==> src/rtl/sprite_blit.sv <==
// sprite_blit: walks a sprite ROM in row-major order and copies each pixel
// into a framebuffer at a requested (x, y) position. Transparent pixels are
// skipped and pixels landing outside the framebuffer are clipped. The
// framebuffer can stall the walk at any pixel by dropping fb_ready.
module sprite_blit #(
    parameter  int WIDTH     = 4,
    parameter  int SPR_W     = 16,
    parameter  int SPR_H     = 16,
    parameter  int FB_W      = 160,
    parameter  int FB_H      = 120,
    parameter  int CORDW     = 16,
    parameter  int TRANSP    = 0,
    localparam int SPR_ADDRW = $clog2(SPR_W*SPR_H),
    localparam int FB_ADDRW  = $clog2(FB_W*FB_H)
) (
    input  logic                 clk,
    input  logic                 rst,
    input  logic                 start,
    input  logic [CORDW-1:0]     x,
    input  logic [CORDW-1:0]     y,
    output logic                 busy,
    output logic                 done,
    output logic [SPR_ADDRW-1:0] rom_addr,
    input  logic [WIDTH-1:0]     rom_data,
    input  logic                 fb_ready,
    output logic                 fb_we,
    output logic [FB_ADDRW-1:0]  fb_addr,
    output logic [WIDTH-1:0]     fb_data
);

    // Counter widths are kept at least one bit so a 1-pixel-wide or
    // 1-pixel-tall sprite still elaborates cleanly.
    localparam int SXW = (SPR_W > 1) ? $clog2(SPR_W) : 1;
    localparam int SYW = (SPR_H > 1) ? $clog2(SPR_H) : 1;

    localparam logic [SXW-1:0]   SX_LAST  = SXW'(SPR_W - 1);
    localparam logic [SYW-1:0]   SY_LAST  = SYW'(SPR_H - 1);
    localparam logic [CORDW:0]   FB_W_C   = (CORDW+1)'(FB_W);
    localparam logic [CORDW:0]   FB_H_C   = (CORDW+1)'(FB_H);
    localparam logic [WIDTH-1:0] TRANSP_C = WIDTH'(TRANSP);

    typedef enum logic [1:0] {
        IDLE,
        DRAW,
        DONE
    } state_t;

    state_t           state;
    logic [SXW-1:0]   sx;
    logic [SYW-1:0]   sy;
    logic [CORDW-1:0] xr;
    logic [CORDW-1:0] yr;

    // The pixel position carries one extra bit so a sprite hanging past the
    // top of the coordinate range clips instead of wrapping back on-screen.
    logic [CORDW:0] px;
    logic [CORDW:0] py;
    logic           visible;
    logic           opaque;

    // Sequencer: accepts a start in IDLE, walks every sprite pixel in DRAW
    // (advancing only when the framebuffer is ready), pulses done in DONE.
    always_ff @(posedge clk) begin
        if (rst) begin
            state <= IDLE;
            sx    <= '0;
            sy    <= '0;
            xr    <= '0;
            yr    <= '0;
            busy  <= 1'b0;
            done  <= 1'b0;
        end else begin
            case (state)
                IDLE: begin
                    done <= 1'b0;
                    if (start) begin
                        xr    <= x;
                        yr    <= y;
                        sx    <= '0;
                        sy    <= '0;
                        busy  <= 1'b1;
                        state <= DRAW;
                    end
                end
                DRAW: begin
                    if (fb_ready) begin
                        if (sx == SX_LAST) begin
                            sx <= '0;
                            if (sy == SY_LAST) begin
                                busy  <= 1'b0;
                                done  <= 1'b1;
                                state <= DONE;
                            end else begin
                                sy <= sy + SYW'(1);
                            end
                        end else begin
                            sx <= sx + SXW'(1);
                        end
                    end
                end
                DONE: begin
                    done  <= 1'b0;
                    busy  <= 1'b0;
                    state <= IDLE;
                end
                default: begin
                    busy  <= 1'b0;
                    done  <= 1'b0;
                    state <= IDLE;
                end
            endcase
        end
    end

    // ROM address follows the walk counters while drawing and parks at zero
    // otherwise; the ROM answers in the same cycle.
    always_comb begin
        rom_addr = '0;
        if (state == DRAW) begin
            rom_addr = SPR_ADDRW'(sy) * SPR_ADDRW'(SPR_W) + SPR_ADDRW'(sx);
        end
    end

    // Screen position of the current pixel and whether it may be written.
    always_comb begin
        px      = {1'b0, xr} + (CORDW+1)'(sx);
        py      = {1'b0, yr} + (CORDW+1)'(sy);
        visible = (px < FB_W_C) && (py < FB_H_C);
        opaque  = (rom_data != TRANSP_C);
    end

    // Framebuffer write port: a write happens only for a visible, opaque
    // pixel in a cycle the framebuffer is accepting; the address is only
    // meaningful when the write is issued.
    always_comb begin
        fb_we   = (state == DRAW) && fb_ready && visible && opaque;
        fb_addr = FB_ADDRW'(py) * FB_ADDRW'(FB_W) + FB_ADDRW'(px);
        fb_data = rom_data;
    end

endmodule

==> config.mk <==
export PLATFORM = sky130hd
export DESIGN_NAME = sprite_blit
export DESIGN_NICKNAME = d
export VERILOG_FILES = /design/src/rtl/sprite_blit.sv
export SDC_FILE = /design/constraint.sdc
export NUM_CORES = 1
export LEC_CHECK = 0
export ABC_CLOCK_PERIOD_IN_PS = 3900
export BUFFER_PORTS_ARGS = -buffer_cell sky130_fd_sc_hd__buf_4
export CAP_MARGIN = 0
export CORE_ASPECT_RATIO = 1.4
export CORE_MARGIN = 2
export CORE_UTILIZATION = 35
export DETAILED_ROUTE_END_ITERATION = 8
export GPL_ROUTABILITY_DRIVEN = 0
export REMOVE_ABC_BUFFERS = 1
export SETUP_SLACK_MARGIN = 0.1
export SKIP_CTS_REPAIR_TIMING = 1
export SLEW_MARGIN = 0
export SYNTH_ARGS = -nofsm -noshare
export SYNTH_HDL_FRONTEND = slang
export SYNTH_SLANG_ARGS = --single-unit
==> constraint.sdc <==
create_clock -name clk -period 3.9 [get_ports clk]
set_input_delay 0.78 -clock clk [delete_from_list [all_inputs] [get_ports clk]]
set_output_delay 0.78 -clock clk [all_outputs]
set_load 0.01 [all_outputs]
==> results.toml, run 1 <==
[grt]
grt_pass1_vias = 3071
grt_max_degree = 44
overflow = 0
track_usage_pct = 16.1
grt_pass1_wl_mm = 13.5
antenna_found_initial = 0

[cells_and_area]
final_nets = 613
drive_gt1_share_pct = 37.3
num_antenna_cells = 0
area_growth_pct = 44.4

[timing]
finClkSkew_ns = 0.00725
fmax_mhz = 220
setup_viol = 6
fin_hold_ws_ns = 0.468
rsz0062_at_grt = "yes"
max_slew_margin_pct = 68.9
slew_viol_final = 0
min_period_over_period_pct = 116
min_period_ns = 4.54
finalHoldViolCount = 0
worst_pin_slew_ns = 0.463
layout_setup_ws_ns = -0.638

[placement]
dpl.hpwl_mm = 6.57
port_buffers = 69
preCtsSetupSlack_ns = -0.605

[floorplan]
dieArea_mm2 = 0.0101
die_h_um = 118
core_area_mm2 = 0.00903
die_w_um = 85.6
ios = 70
initial_core_util_pct = 36.1
placement_rows = 41

[synth]
yosysWarnings = 0
synth_top_family_by_area = "simple AND/OR/NAND/NOR gates"
yosys.area_share.simple_pct = 23.8
avgSynthCellArea_um2 = 7.73
synth_compound_area_share_pct = 17.4
synth_area_mm2 = 0.00326
ys_ff_latch = 43
synthMuxAreaShare_pct = 0.307
synthAdderAreaFrac_pct = 14.3
synth_edf_count = 0
synth_cell_type_count = 57
synthFlopType = "dfxtp_1"
synthCells = 422
yosysSeqAreaShare_pct = 26.4
synthXorXnorAreaFrac_pct = 11.0
async_flop_share_pct = 0

[cts]
cts.clk_slew.worst_paths_ns = 0.06
cts-htree-levels = 2
clk_path_buf_depth = 2
cts.sinks = 43
cts-root-buf = "clkbuf_16"
clk_latency_ns = 0.29
numCtsBuffers = 5
tritoncts = "built"

[hold_path]
worstHoldPathType = "reg2reg"

[worst_setup_path]
start_kind = "register"
cp.required_ns = 3.12
cp.arrival_ns = 3.76
worst_setup_path_end_kind = "primary output"
cp_max_fo = 3
criticalPathCategory = "reg2out"

[drt]
vias_per_cell = 5.02
dr.pass1.iters = 4
antenna_left = 0
wl_per_cell_um = 13.3
wl_mm = 8.57
vias = 3241
drc = 0
drt_iter0_markers = 117

[run_status]
status = "finished with violations"
failed_checks = "setup timing"

[pwr]
p_leak_nw = 2.18
peakVddDrop_v = 0.000249
power_density_mw_per_mm2 = 268

[run]
timing.max_cap.violations = 0
==> state kept, by name, summed over array words and instances (netlist names) <==
register  cells
state         1
sy            4
done          1
sx            4
yr           16
busy          1
xr           16
==> Yosys cell counts, types with 2 or more instances <==
| library cell | instances | area [um2] |
|---|---|---|
| nand2_1 | 79 | 297 |
| a21oi_2 | 2 | 17.5 |
| inv_1 | 25 | 93.8 |
| xnor2_1 | 31 | 272 |
| nor2b_1 | 3 | 18.8 |
| a22oi_1 | 2 | 15.0 |
| xor2_1 | 10 | 87.6 |
| fa_1 | 4 | 80.1 |
| nand2b_1 | 3 | 18.8 |
| and4_1 | 2 | 17.5 |
| nand4_1 | 3 | 18.8 |
| dfxtp_1 | 43 | 861 |
| a21oi_1 | 50 | 250 |
| and3_1 | 3 | 18.8 |
| nor3_1 | 9 | 45.0 |
| o21bai_1 | 5 | 37.5 |
| nor2_1 | 29 | 109 |
| and2_1 | 7 | 43.8 |
| and3_2 | 6 | 45.0 |
| o21ai_0 | 8 | 40.0 |
| ha_1 | 31 | 388 |
| o211ai_1 | 2 | 15.0 |
| a31oi_1 | 2 | 12.5 |
| nor3b_1 | 2 | 15.0 |
| clkbuf_1 | 13 | 48.8 |
| nand3_1 | 10 | 50.1 |
| a21o_1 | 5 | 37.5 |
| buf_4 | 4 | 30.0 |
==> power breakdown <==
group	total (mW)	internal, mW	switching, mW	leakage, nW
clock network	0.405	0.236	0.169	0.0669
logic	0.364	0.195	0.169	1.76
registers	0.493	0.462	0.0312	0.354
==> per-stage QoR <==
step	std cells	cell area, um2	util [%]	power [mW]	setup TNS (ns)
after floorplan	402	3140	-	0.663	-1.16
after global placement	630	4180	46.3	0.818	-1.50
after detailed placement	630	4180	46.3	0.823	-1.90
after CTS	638	4320	47.9	1.23	-3.85
after global routing	646	4710	52.2	1.33	-3.77
final	646	4710	52.2	1.26	-2.70
==> placed cells by master, fill, tap and decap left out, types with 7 or more instances in the layout <==
cell type / n
a21oi_1: 43
a21oi_2: 8
and2_1: 7
buf_4: 124
dfxtp_1: 37
ha_1: 23
inv_1: 23
nand2_1: 78
nand3_1: 10
nor2_1: 27
nor3_1: 8
xnor2_1: 24
xor2_1: 9
==> final cells by class <==
class                      count  area [um2]
clock buffer                   6         129
clock inverter                 2        12.5
fill                         890        4320
inverter                      25        93.8
multi-input combinational    334        2480
sequential                    43         868
tap                          107         134
timing repair buffer         129         991
==> cell families (layout without fill, tap and decap cells) <==
group,Yosys count,after routing
and+or+nand+nor,165,165
AOI/OAI and AO/OA,92,92
buffers and inverters,45,162
DFF,43,43
xor gates and xnor gates,41,41
adders and majority gates,35,35
muxes,1,1
==> metal layers <==
metal | track usage (%) | wire length, um | vias to the layer above
met5 | 0 | 0 | -
met4 | 4.76 | 110 | 0
met3 | 1.96 | 300 | 7
met2 | 31.1 | 4800 | 64
met1 | 17.8 | 3360 | 1504
li1 | - | - | 1666
==> critical path: stages, from the launching register on <==
cell	delay, ns
dfxtp_2	0.35
ha_4	0.14
inv_2	0.04
fa_2	0.36
nor2b_2	0.13
o21ai_2	0.08
nor3b_2	0.16
nor2_1	0.14
ha_1	0.27
ha_1	0.28
a21o_1	0.17
a21oi_2	0.16
o21bai_1	0.09
a21oi_1	0.16
xnor2_1	0.14
ha_1	0.29
buf_4	0.15
buf_6	0.10
xor2_1	0.13
buf_4	0.14
==> final timing paths <==
| path | startpoint | end | slack [ns] | cells past startpoint |
|---|---|---|---|---|
| min | yr[3] | yr[3] | 0.47 | 2 |
| max reg2reg | sx[0] | sy[2] | 2.04 | 7 |
| min reg2reg | yr[3] | yr[3] | 0.47 | 2 |
| max | yr[0] | fb_addr[13] | -0.64 | 19 |
Power figures use the tool's default switching activity.
==> run 2, diff against run 1 <==
==> constraint.sdc (replaced) <==
create_clock -name clk -period 3.9 [get_ports clk]
set_input_delay 0.39 -clock clk [delete_from_list [all_inputs] [get_ports clk]]
set_output_delay 0.39 -clock clk [all_outputs]
set_load 0.01 [all_outputs]
==> results.toml, run 2 (same netlist as run 1, synthesis figures left out) <==
[floorplan]
initial_core_util_pct = 36.1
die_h_um = 118
core_area_mm2 = 0.00903
placement_rows = 41
ios = 70
dieArea_mm2 = 0.0101
die_w_um = 85.6

[worst_setup_path]
reg2reg_slack_ns = 1.96
reg2regPathDepth = 7
criticalPathCategory = "reg2out"
cp_max_fo = 3
cp.arrival_ns = 3.78
r2r-start = "busy"
worstReg2RegEnd = "sx[3]"
cp.required_ns = 3.51
worst_setup_path_end_kind = "primary output"
start_kind = "register"

[drt]
antenna_left = 0
vias = 3139
wl_per_cell_um = 13.8
vias_per_cell = 5.08
wl_mm = 8.52
dr.pass1.iters = 5
drc = 0
drt_iter0_markers = 117

[timing]
max_slew_margin_pct = 30.4
layout_setup_ws_ns = -0.269
finClkSkew_ns = 0.00353
finalHoldViolCount = 0
rsz0062_at_grt = "yes"
min_period_over_period_pct = 107
slew_viol_final = 0
fmax_mhz = 240
worst_pin_slew_ns = 1.04
tns_ns = -0.921
min_period_ns = 4.17
fin_hold_ws_ns = 0.348
setup_viol = 4

[hold_path]
holdPathStages = 3
hold_end = "xr[9]"
worstHoldPathType = "in2reg"
hp-start = "x[9]"

[cells_and_area]
top_regs = "xr: 16 flops, yr: 16 flops"
num_antenna_cells = 0
final_nets = 585
fin_util_pct = 48.7
drive_gt1_share_pct = 31.5
area_growth_pct = 34.7
layout_common_cells = "buf_4, nand2_1, a21oi_1"
layout_commonest_cell = "buf_4"

[pwr]
power_switching_uw = 371
cellInternalPower_uw = 877
p_leak_nw = 2.02
p_comb_share_pct = 27.6
clkPwrFrac_pct = 33.1
switching_share_pct = 29.7
peakVddDrop_v = 0.000194
power_density_mw_per_mm2 = 284
p_seq_share_pct = 39.3
finalPower_mw = 1.25

[run]
timing.max_cap.violations = 0

[cts]
cts.sinks = 43
clk_latency_ns = 0.28
clk_path_buf_depth = 2
cts-htree-levels = 2
numCtsBuffers = 5
tritoncts = "built"
cts-root-buf = "clkbuf_16"
cts.clk_slew.worst_paths_ns = 0.06

[placement]
preCtsSetupSlack_ns = -0.200
port_buffers = 69
dpl.hpwl_mm = 6.39

[run_status]
status = "finished with violations"
failed_checks = "setup timing"

[grt]
grt_max_degree = 44
grt_pass1_wl_mm = 13.4
overflow = 0
grt_pass1_vias = 3002
antenna_found_initial = 0
track_usage_pct = 16.2
==> run 2: worst max path at each step <==
stage	startpoint	end
after floorplan	sy[0]	fb_addr[14]
after global placement	sy[0]	fb_addr[14]
after detailed placement	sy[0]	fb_addr[14]
after CTS	sy[0]	fb_addr[14]
after global routing	yr[0]	fb_addr[14]
final	yr[0]	fb_addr[14]
==> run 2: area by class of cell <==
| cell class | count | area [um2] |
|---|---|---|
| Fill cell | 913 | 4630 |
| Timing Repair Buffer | 101 | 762 |
| Multi-Input combinational cell | 334 | 2400 |
| Sequential cell | 43 | 866 |
| Clock buffer | 6 | 129 |
| Clock inverter | 2 | 12.5 |
| Tap cell | 107 | 134 |
| Inverter | 25 | 93.8 |
==> run 2: worst max-delay path: stages (launching register included) <==
cell and delay [ns]:
dfxtp_2 0.35, ha_4 0.14, inv_2 0.04, fa_2 0.36
nor2b_2 0.14, o21ai_2 0.07, nor3b_2 0.16, nor2_1 0.17
ha_1 0.28, ha_1 0.28, a21o_1 0.19, a21oi_2 0.16
o21bai_1 0.08, a21oi_1 0.15, xnor2_1 0.14, ha_1 0.29
a21oi_2 0.14, o21ai_2 0.07, xnor2_1 0.15, buf_4 0.14
==> run 2: routing by layer <==
layer  vias up  global-route usage (%)  part of all wire (%)
li1       1607                       -                     -
met1      1458                    18.0                    39
met2        66                    30.7                    55
met3         8                    2.23                   3.7
met4         0                    5.16                   1.6
met5         -                       0                     0
==> run 2: power groups by stage <==
stage                     sequential (mW)  combinational [mW]  clock (mW)
final                               0.490               0.344       0.413
after global placement              0.497               0.309           0
after detailed placement            0.499               0.312           0
after floorplan                     0.492               0.171           0
after global routing                0.493               0.380       0.442
after CTS                           0.489               0.315       0.419
==> run 2: stage by stage <==
| stage | std cells | cell area [um2] |
|---|---|---|
| global route | 618 | 4400 |
| detailed placement | 604 | 3990 |
| finish | 618 | 4400 |
| global placement | 604 | 3990 |
| floorplan | 402 | 3140 |
| CTS | 612 | 4130 |
==> run 3, diff against run 2 <==
Settings changed: CORE_UTILIZATION 35 to 50, PLACE_DENSITY from default to 0.77.
==> results.toml, run 3 (same netlist as run 1, synthesis figures left out) <==
[cells_and_area]
num_antenna_cells = 0
layout_common_cells = "buf_4, nand2_1, a21oi_1"
fin_cells = 576
final_nets = 578
drive_gt1_share_pct = 28.0
regArea_um2 = 865
layout_commonest_cell = "buf_4"
multi_input_area_mm2 = 0.00230
nFillCells = 562
area_growth_pct = 27.0
top_regs = "xr: 16 flops, yr: 16 flops"

[worst_setup_path]
criticalPathCategory = "reg2out"
cp.arrival_ns = 3.83
cp.required_ns = 3.51
worst_setup_path_end_kind = "primary output"
start_kind = "register"
cp_max_fo = 4

[timing]
worst_pin_slew_ns = 1.13
setup_viol = 4
slew_viol_final = 0
finClkSkew_ns = 0.00443
min_period_ns = 4.22
rsz0062_at_grt = "yes"
fmax_mhz = 237
finalHoldViolCount = 0
max_slew_margin_pct = 24.3
fin_hold_ws_ns = 0.335
layout_setup_ws_ns = -0.317
tns_ns = -0.897
min_period_over_period_pct = 108

[cts]
clk_path_buf_depth = 2
tritoncts = "built"
numCtsBuffers = 5
cts-root-buf = "clkbuf_8"
cts.sinks = 43
cts.clk_slew.worst_paths_ns = 0.08
clk_latency_ns = 0.29
cts-htree-levels = 2

[pwr]
p_seq_share_pct = 45.0
switching_share_pct = 30.9
power_density_mw_per_mm2 = 262
p_leak_nw = 1.92
peakVddDrop_v = 0.000152
cellInternalPower_uw = 752
clkPwrFrac_pct = 25.3
power_switching_uw = 336
p_comb_share_pct = 29.7
finalPower_mw = 1.09

[run_status]
status = "finished with violations"
failed_checks = "setup timing"

[drt]
drc = 0
dr.pass1.iters = 4
vias_per_cell = 5.44
wl_mm = 7.83
drt_iter0_markers = 91
wl_per_cell_um = 13.6
vias = 3131
antenna_left = 0

[grt]
grt_pass1_wl_mm = 13.0
grt_max_degree = 44
track_usage_pct = 22.3
grt_pass1_vias = 3114
antenna_found_initial = 0
overflow = 0

[placement]
dpl.hpwl_mm = 6.07
port_buffers = 69
dp.cells = 565

[floorplan]
core_area_mm2 = 0.00625
placement_rows = 34
die_h_um = 99.6
ios = 70
initial_core_util_pct = 52.2
die_w_um = 72.3
dieArea_mm2 = 0.00720

[run]
timing.max_cap.violations = 0

[hold_path]
worstHoldPathType = "in2reg"
[run 3: cell type report]
class,instances,share of cell area [%]
timing repair buffer,94,17.0
clock buffer,6,1.75
sequential,43,20.9
multi-input combinational,334,55.6
clock inverter,2,0.302
inverter,25,2.26
tap,72,2.17
[run 3: power by group through the flow]
stage | clock network (mW) | logic [mW] | registers [mW]
global placement | 0 | 0.300 | 0.497
detailed placement | 0 | 0.306 | 0.499
floorplan | 0 | 0.171 | 0.492
finish | 0.275 | 0.323 | 0.490
CTS | 0.286 | 0.308 | 0.488
global route | 0.306 | 0.357 | 0.494
[run 3: through the flow]
stage	util, %	cell area [um2]	setup WS [ns]
after floorplan	-	3140	-0.105
after global placement	62.6	3910	-0.0533
after detailed placement	62.6	3910	-0.199
after CTS	63.9	4000	-0.549
after global routing	66.3	4140	-0.515
final	66.3	4140	-0.317
[run 3: worst paths after layout]
kind	from	endpoint	slack [ns]	cells past startpoint
max	yr[0]	fb_addr[13]	-0.32	17
min	x[10]	xr[10]	0.34	3
min reg2reg	done	done	0.46	2
max reg2reg	state[1]	sx[3]	1.92	7
[run 3: per-layer routing]
metal	vias to the layer above	share of wire [%]	global-route usage, %
met3	21	3.9	3.65
li1	1601	-	-
met5	-	0	0
met1	1442	38	23.6
met2	67	55	41.9
met4	0	3.3	10.3
[run 3: worst max-delay path, cell delays in order, from the launching register on]
cell     delay, ns
dfxtp_2       0.36
ha_4          0.13
inv_1         0.05
fa_2          0.38
nor2b_2       0.14
o21ai_2       0.08
nor3b_1       0.14
nor2_1        0.16
ha_1          0.29
fa_1          0.46
a21o_1        0.18
a21oi_2       0.17
xnor2_1       0.09
ha_1          0.36
nand2_1       0.08
o21ai_1       0.16
xor2_1        0.16
buf_4         0.14
